==> src/rtl/calc_seq_ctrl.sv <==
// Calculator sequencer: collects decimal operands and an operator from key events,
// runs a multi-cycle ALU with a timeout, and drives the display value and status flags.
module calc_seq_ctrl #(
    parameter int MAX_DIGITS = 4,
    parameter int OP_W       = 14,
    parameter int RES_W      = 32,
    parameter int TIMEOUT    = 1024
) (
    input  logic             clk,
    input  logic             rst,
    input  logic             key_valid,
    input  logic [3:0]       key_code,
    output logic             key_ready,
    output logic             alu_start,
    output logic [1:0]       alu_op,
    output logic [OP_W-1:0]  alu_a,
    output logic [OP_W-1:0]  alu_b,
    input  logic             alu_done,
    input  logic [RES_W-1:0] alu_result,
    output logic [RES_W-1:0] disp_value,
    output logic             result_valid,
    output logic             busy,
    output logic             error
);
    localparam int CNT_W = $clog2(MAX_DIGITS + 1);
    localparam int TMO_W = $clog2(TIMEOUT + 1);
    localparam logic [RES_W-1:0] CHAIN_MAX = RES_W'(9999);

    typedef enum logic [2:0] {S_OPA, S_OPB, S_EXEC, S_WAIT, S_SHOW, S_ERR} state_t;

    state_t            state, state_nxt;
    logic [OP_W-1:0]   a_q, a_nxt, b_q, b_nxt;
    logic [1:0]        op_q, op_nxt, key_op;
    logic [CNT_W-1:0]  cnt_q, cnt_nxt;
    logic [TMO_W-1:0]  tmo_q;
    logic [RES_W-1:0]  disp_nxt;
    logic              take, is_digit, is_oper, is_enter, is_clear;
    logic              timeout_hit, chain_ok, room;

    function automatic logic [OP_W-1:0] accum(input logic [OP_W-1:0] acc, input logic [3:0] d);
        return acc * OP_W'(10) + OP_W'(d);
    endfunction

    assign take        = key_valid && key_ready;
    assign is_digit    = key_code <= 4'd9;
    assign is_oper     = (key_code >= 4'hA) && (key_code <= 4'hD);
    assign is_enter    = key_code == 4'hE;
    assign is_clear    = key_code == 4'hF;
    assign key_op      = key_code[1:0] + 2'd2;
    assign room        = cnt_q < CNT_W'(MAX_DIGITS);
    assign timeout_hit = tmo_q == TMO_W'(TIMEOUT - 1);
    // Chaining reuses the shown result as operand A, so it must be a non-negative 4-digit value.
    assign chain_ok    = !disp_value[RES_W-1] && (disp_value <= CHAIN_MAX);

    assign busy  = (state == S_EXEC) || (state == S_WAIT);
    assign alu_a = a_q;
    assign alu_b = b_q;
    assign alu_op = op_q;

    always_ff @(posedge clk) begin
        if (rst) state <= S_OPA;
        else     state <= state_nxt;
    end

    // NOTE: every always_comb assigns all its outputs first, so no latches can be inferred.
    always_comb begin
        state_nxt = state;
        case (state)
            S_OPA: if (take) begin
                if (is_oper)       state_nxt = S_OPB;
                else if (is_enter) state_nxt = S_SHOW;
            end
            S_OPB: if (take) begin
                if (is_enter)      state_nxt = (op_q == 2'd3 && b_q == '0) ? S_ERR : S_EXEC;
                else if (is_clear) state_nxt = S_OPA;
            end
            S_EXEC: state_nxt = S_WAIT;
            S_WAIT: begin
                if (alu_done)         state_nxt = S_SHOW;
                else if (timeout_hit) state_nxt = S_ERR;
            end
            S_SHOW: if (take) begin
                if (is_digit || is_clear) state_nxt = S_OPA;
                else if (is_oper)         state_nxt = chain_ok ? S_OPB : S_ERR;
            end
            S_ERR: if (take && is_clear) state_nxt = S_OPA;
            default: state_nxt = S_OPA;
        endcase
    end

    always_comb begin
        a_nxt   = a_q;
        b_nxt   = b_q;
        op_nxt  = op_q;
        cnt_nxt = cnt_q;
        if (take) begin
            case (state)
                S_OPA: begin
                    if (is_digit && room) begin
                        a_nxt   = accum(a_q, key_code);
                        cnt_nxt = cnt_q + CNT_W'(1);
                    end else if (is_oper) begin
                        op_nxt  = key_op;
                        b_nxt   = '0;
                        cnt_nxt = '0;
                    end else if (is_clear) begin
                        a_nxt   = '0;
                        cnt_nxt = '0;
                    end
                end
                S_OPB: begin
                    if (is_digit && room) begin
                        b_nxt   = accum(b_q, key_code);
                        cnt_nxt = cnt_q + CNT_W'(1);
                    end else if (is_oper && cnt_q == '0) begin
                        op_nxt = key_op;
                    end else if (is_clear) begin
                        a_nxt = '0; b_nxt = '0; op_nxt = '0; cnt_nxt = '0;
                    end
                end
                S_SHOW: begin
                    if (is_digit) begin
                        a_nxt   = OP_W'(key_code);
                        cnt_nxt = CNT_W'(1);
                    end else if (is_oper && chain_ok) begin
                        a_nxt   = disp_value[OP_W-1:0];
                        op_nxt  = key_op;
                        b_nxt   = '0;
                        cnt_nxt = '0;
                    end else if (is_clear) begin
                        a_nxt = '0; b_nxt = '0; op_nxt = '0; cnt_nxt = '0;
                    end
                end
                S_ERR: if (is_clear) begin
                    a_nxt = '0; b_nxt = '0; op_nxt = '0; cnt_nxt = '0;
                end
                default: ;
            endcase
        end
    end

    // Display follows the operand being typed, the captured result, or zero on error.
    always_comb begin
        disp_nxt = disp_value;
        case (state_nxt)
            S_OPA:  disp_nxt = RES_W'(a_nxt);
            S_OPB:  disp_nxt = RES_W'(b_nxt);
            S_SHOW: begin
                if (state == S_WAIT)     disp_nxt = alu_result;
                else if (state == S_OPA) disp_nxt = RES_W'(a_q);
            end
            S_ERR:  disp_nxt = '0;
            default: ;
        endcase
    end

    // NOTE: sequential state uses non-blocking assignments only, so all flops update together.
    always_ff @(posedge clk) begin
        if (rst) begin
            a_q          <= '0;
            b_q          <= '0;
            op_q         <= '0;
            cnt_q        <= '0;
            tmo_q        <= '0;
            disp_value   <= '0;
            key_ready    <= 1'b1;
            alu_start    <= 1'b0;
            result_valid <= 1'b0;
            error        <= 1'b0;
        end else begin
            a_q          <= a_nxt;
            b_q          <= b_nxt;
            op_q         <= op_nxt;
            cnt_q        <= cnt_nxt;
            tmo_q        <= (state == S_WAIT) ? tmo_q + TMO_W'(1) : '0;
            disp_value   <= disp_nxt;
            key_ready    <= !((state_nxt == S_EXEC) || (state_nxt == S_WAIT));
            alu_start    <= state_nxt == S_EXEC;
            result_valid <= state_nxt == S_SHOW;
            error        <= state_nxt == S_ERR;
        end
    end
endmodule
==> config.mk <==
export PLATFORM = sky130hd
export DESIGN_NAME = calc_seq_ctrl
export DESIGN_NICKNAME = d
export VERILOG_FILES = /design/src/rtl/calc_seq_ctrl.sv
export SDC_FILE = /design/constraint.sdc
export NUM_CORES = 1
export LEC_CHECK = 0
export BUFFER_PORTS_ARGS = -buffer_cell sky130_fd_sc_hd__buf_4
export CAP_MARGIN = 0
export CORE_MARGIN = 2
export CORE_UTILIZATION = 62
export DETAILED_ROUTE_END_ITERATION = 8
export GPL_TIMING_DRIVEN = 0
export HOLD_SLACK_MARGIN = 0.05
export PLACE_DENSITY = 0.9
export SLEW_MARGIN = 20
export SYNTH_ARGS = -nofsm -noshare
export SYNTH_HDL_FRONTEND = slang
export SYNTH_SLANG_ARGS = --single-unit
export TNS_END_PERCENT = 20
==> constraint.sdc <==
create_clock -name clk -period 9.1 [get_ports clk]
set_clock_uncertainty 0.15 [all_clocks]
set_input_delay 0.455 -clock clk [delete_from_list [all_inputs] [get_ports clk]]
set_output_delay 0.455 -clock clk [all_outputs]
set_load 0.02 [all_outputs]
# Yosys cells after proc, flatten, opt, wreduce, memory -nomap -nowiden

Index checks and enable logic that the tools add are counted.

Logic and storage cells: 119
Flip-flop bits (word level): 83
Bits of input ports: 40
Output and inout port bits: 67

Bitwise gates (word level): 1
Reductions and logical operators: 23
Eq/ne operators: 20
$add $sub $neg: 5
Magnitude comparators: 5
Multipliers: 2
Muxes and demuxes: 52

Operators by type and width:

| kind                                                                               | count |
|---|---|
| 14-bit 2-to-1 mux                                                                  | 16 |
| 32-bit case mux with 4 select lines                                                | 1 |
| 14-bit case mux with 4 select lines                                                | 2 |
| 32-bit 2-to-1 mux                                                                  | 2 |
| 3-bit 2-to-1 mux                                                                   | 21 |
| 32-bit by 14-bit less-or-equal comparator with 1-bit output, second input constant | 1 |
| 14-bit by 4-bit adder with 14-bit output                                           | 2 |
| 14-bit by 3-bit multiplier with 13-bit output, second input constant               | 2 |
| 3-bit case mux with 6 select lines                                                 | 1 |
| 14-bit zero test                                                                   | 1 |
| 2-bit 2-to-1 mux                                                                   | 7 |
| 3-bit by 2-bit == test with 1-bit output, second input constant                    | 4 |
| 3-bit == test, second input constant                                               | 4 |
| 3-bit case mux with 4 select lines                                                 | 1 |
| 11-bit by 1-bit adder with 11-bit output, second input constant                    | 1 |
| 11-bit by 10-bit == test with 1-bit output, second input constant                  | 1 |
| 3-bit zero test                                                                    | 3 |
| 4-bit == test, second input constant                                               | 2 |
| 4-bit less-or-equal comparator, second input constant                              | 2 |
| 1-bit logical AND                                                                  | 8 |
| 2-bit != test, second input constant                                               | 4 |
| 2-bit case mux with 4 select lines                                                 | 1 |
| 4-bit nonzero test                                                                 | 2 |
| 3-bit by 1-bit == test with 1-bit output, second input constant                    | 2 |
| 13 further kinds                                                                   | 17 |

# Depth between registers and ports, before layout

Word-level depth: 10
Depth in mapped cells: 12
Depth with buffers taken out: 11

# Worst setup path before layout

No wires, ideal clock.

Path kind: reg-to-reg
Start: reg b_q[1], in the netlist alu_b[1]
End: reg disp_value[13]
Data arrival time: 3.097 ns
Data required time: 8.859 ns
Period minus slack after synthesis: 3.338 ns
Library setup time: 0.091 ns
Stages on the path, launching flop included: 12
Path slack: 5.762 ns
Buffers on the path: 0
Cell sequence: dfxtp_1 ha_1 ha_1 fa_1 xnor2_1 and4b_1 nor3b_1 nand4_1 or3_1 o21ai_1 o21ai_0 a311oi_1

Longest elaborated chain between the ends: 9
Elaborated cells on any way between the ends: 19
Those cells by class: add/sub (1); mul (1); eq/ne (4); mux (8); reduce/logical (5)

Ends and longest elaborated chain:

| element                                                                               | RTL line | source |
|---|---|---|
| start: declaration                                                                    | 32       | `logic [OP_W-1:0] a_q, a_nxt, b_q, b_nxt;` |
| start signal: assignment                                                              | 172      | `b_q <= b_nxt;` |
| branches (longest 9 deep; another with 14-bit by 3-bit multiplier with 13-bit output) | n/a      |  |
| end signal: assignment                                                                | 176      | `disp_value <= disp_nxt;` |
| end: declaration                                                                      | 20       | `output logic [RES_W-1:0] disp_value,` |

Several ways; the timed one is not identified.
A chain may end at the register's enable or synchronous reset.

# Worst setup path in the final report

Same ends and word-level chain as after synthesis.

==> out/results.tsv <==
stage	metric	value	unit
pwr	Internal Power	0.5763	mW
synthesis	post-synth top area share	0.2690	
final_layout	fraction of final layout cells sized beyond drive strength 1	0.2131	
placement	Post-Place Cell Area	7131	µm²
timing	final count of hold timing violations	0	
pwr	PD cells	114.7	nW/µm²
route	vias per inst	6.678	
placement	gpl congestion	0.9705	
clock_network	CTS Sinks	83	
timing	worst hold slack	0.1773	ns
final_layout	final instance area	7340	µm²
timing	Worst-Margin Slew	0.7970	ns
floorplanning	Die ar.	10780	µm²
synthesis	average size of a mapped cell	8.426	µm²
synthesis	Top FF cell, synth	dfxtp_1	
clock_network	CTS root buf	clkbuf_8	
timing	RSZ-0062 raised after global routing	no	
synthesis	EDFF count, synth	0	
route	DRT Wirelength	20300	µm
pwr	Pleak	3.239	nW
timing	Min Clock Period, post-route	3.966	ns
timing	crit share post-route	0.4358	
synthesis	commonest cells in the synthesized netlist	nor2_1 (94), dfxtp_1 (83), nand2_1 (49)	
global_routing	number of global-route vias before repair	6167	
route	DR WL/cell	20.56	µm
critical_path	Crit. End Element	flip-flop	
critical_path	CP endpoint	disp_value[13]	
floorplanning	Die Width	103.8	µm
critical_path	R2R Path Start	alu_b[1]	
route	number of remaining DRC errors	0	
pwr	Net Sw Frac	0.3155	
global_routing	first-pass GRT wire length	32110	µm
critical_path	WP data required	9.22	ns
floorplanning	FP Rows	36	
timing	fin worst setup slack	5.134	ns
placement	Place WS	5.276	ns
final_layout	fin cells	987	
critical_path	terminus of the critical flop-to-flop path	disp_value[13]	
clock_network	clock transition at the registers of the reported paths	0.09	ns
route	DR vias	6591	
global_routing	initial antenna violation count	0	
clock_network	Resize count post-CTS	0	
critical_path	internal reg-to-reg setup slack	5.13	ns
critical_path	crit path cell chain	ha_1 > ha_1 > fa_1 > xnor2_1 > and4b_1 > nor3b_1 > nand4_1 > or3_1 > o21ai_1 > o21ai_0 > a311oi_1	
clock_network	Post-CTS Setup Bufs	0	
critical_path	most frequent CP cell	ha_1	
placement	IO Port Bufs	105	
placement	Final HPWL DP	15400	µm
critical_path	Critical Path AT	4.08	ns
floorplanning	Starting Density	0.6348	
pwr	Comb pwr share	0.201	
timing	setup TNS	0	ns
synthesis	most frequent cell after synthesis	nor2_1	
critical_path	Slowest cell on crit path	dfxtp_1	
synthesis	number of distinct library cells after synthesis	89	
clock_network	total CTS buffers	9	
placement	dpl cells	971	
pwr	Reg power frac	0.456	
timing	max_slew headroom	0.4687	
synthesis	mapped cell area	6176	µm²
floorplanning	IO Count	107	
pwr	VDD IR max	90.60	µV
critical_path	Worst setup SP type	flip-flop	
critical_path	critical path class	reg -> reg	
timing	fin. max-slew vios	0	
synthesis	syn nets	824	
critical_path	critical path startpoint	alu_b[1]	
timing	final setup violation count	0	
route	DRT iter0 DRCs	633	
pwr	clock power share	0.343	
route	antenna viol nets, final	0	
global_routing	largest net degree at the start of global routing	16	
clock_network	Clock Path Buffers	2	
synthesis	Synth area leaders	dfxtp_1 (27%), ha_1 (9.5%), nor2_1 (5.7%), a22oi_1 (3.9%), a21oi_1 (3.0%)	
floorplanning	Die Height	103.8	µm
final_layout	growth of design area from synthesis to finish	18.84	%
final_layout	# diodes	0	
flow_run	Max Cap Viol	0	
global_routing	GR Overflow Total	0	
critical_path	Worst Path Max Fanout	7	
synthesis	post-synthesis sequential area ratio	0.2690	
clock_network	H-tree depth	3	
synthesis	cell taking the most area after synthesis	dfxtp_1	
floorplanning	Core Footprint	9729	µm²
critical_path	crit-path max cell delay	0.48	ns
clock_network	CTS tree	done	
timing	Fmax	252.2	MHz
clock_network	Post-CTS Hold Fix Bufs	0	
final_layout	nets@finish	940	
global_routing	GRT Total Usage	0.3714	
synthesis	Async SR Flop Fraction	0	
outcome	outcome	finished clean	
hold_path	Hold Crit Class	in -> reg	
route	DRT Pass-1 Iters	8	
synthesis	yosys warns	0	
synthesis	FF+latch count, synth	83	
critical_path	worst r2r path cells	11	
hold_path	hold depth	3	
clock_network	later-pin clock latency in the skew report	0.36	ns
pwr	Switch Pwr	0.2657	mW
synthesis	Post-Syn Instances	733	
## layout by cell type, fill, tap and decap left out, drive strengths merged, types with 16 or more instances in the layout
cell type,synthesis,layout
a22oi,32,32
dfxtp,83,83
a21oi,37,37
o21ai,36,36
nand3,22,22
inv,13,16
clkbuf,19,29
buf,17,122
nor2,94,94
xnor2,21,21
ha,47,47
nor3,16,16
nand2,51,51
## layout make-up
| class | count | area (µm²) |
|---|---|---|
| clock inverter | 6 | 71.32 |
| sequential | 83 | 1662 |
| multi-input combinational | 601 | 4295 |
| buffer | 36 | 170.2 |
| inverter | 13 | 48.80 |
| timing repair buffer | 105 | 788.3 |
| fill | 766 | 2390 |
| tap | 133 | 166.4 |
| clock buffer | 10 | 137.6 |
## power by group through the flow
stage               registers, mW  logic (mW)  clock network, mW
global route                0.385       0.181              0.303
global placement            0.392       0.160                  0
CTS                         0.383       0.165              0.287
detailed placement          0.392       0.164                  0
floorplan                   0.396      0.0983                  0
finish                      0.384       0.169              0.289
## registers in the layout (all words and copies together) (netlist names)
register / cells
cnt_q: 3
alu_op: 2
alu_start: 1
alu_a: 14
result_valid: 1
tmo_q: 11
alu_b: 14
error: 1
key_ready: 1
state: 3
disp_value: 32
## worst min path at each step
stage / start / to / slack [ns]
finish: alu_result[25] / disp_value[25] / 0.18
detailed placement: tmo_q[0] / tmo_q[0] / 0.30
floorplan: tmo_q[0] / tmo_q[0] / 0.27
global route: alu_result[17] / disp_value[17] / 0.18
CTS: alu_result[25] / disp_value[25] / 0.17
global placement: tmo_q[0] / tmo_q[0] / 0.28
## worst max-delay path, delay by kind of cell (launching register included)
kind / cells / cell delay [ns]
simple gates: 4 / 1.33
xor+xnor: 1 / 0.20
compound gates: 3 / 0.76
fa+ha+maj: 3 / 0.94
flops: 1 / 0.48
## stage by stage
stage | utilization | total power, mW
2_1_floorplan | - | 0.4946
3_3_place_gp | 0.7329 | 0.5519
3_5_place_dp | 0.7329 | 0.5557
4_1_cts | 0.7544 | 0.8357
5_1_grt | 0.7544 | 0.8692
6_report | 0.7544 | 0.8420
## logic make-up (layout without fill, tap and decap cells)
| logic type | Yosys count | after routing | share of synthesized area |
|---|---|---|---|
| AO/OA/AOI/OAI | 222 | 222 | 0.2674 |
| XOR/XNOR | 39 | 39 | 0.06220 |
| adder cells (fa/ha/maj) | 51 | 51 | 0.1082 |
| buffers and inverters | 49 | 170 | 0.03545 |
| flip-flops | 83 | 83 | 0.2690 |
| multiplexers | 16 | 16 | 0.02694 |
| AND/OR/NAND/NOR | 273 | 273 | 0.2308 |
## routing by layer
layer | track usage | share of wire
met5 | 0 | 0
met2 | 0.6142 | 0.47
met1 | 0.4886 | 0.40
met3 | 0.06104 | 0.10
met4 | 0.1351 | 0.030
No activity file was read; power rests on OpenSTA's default activity.
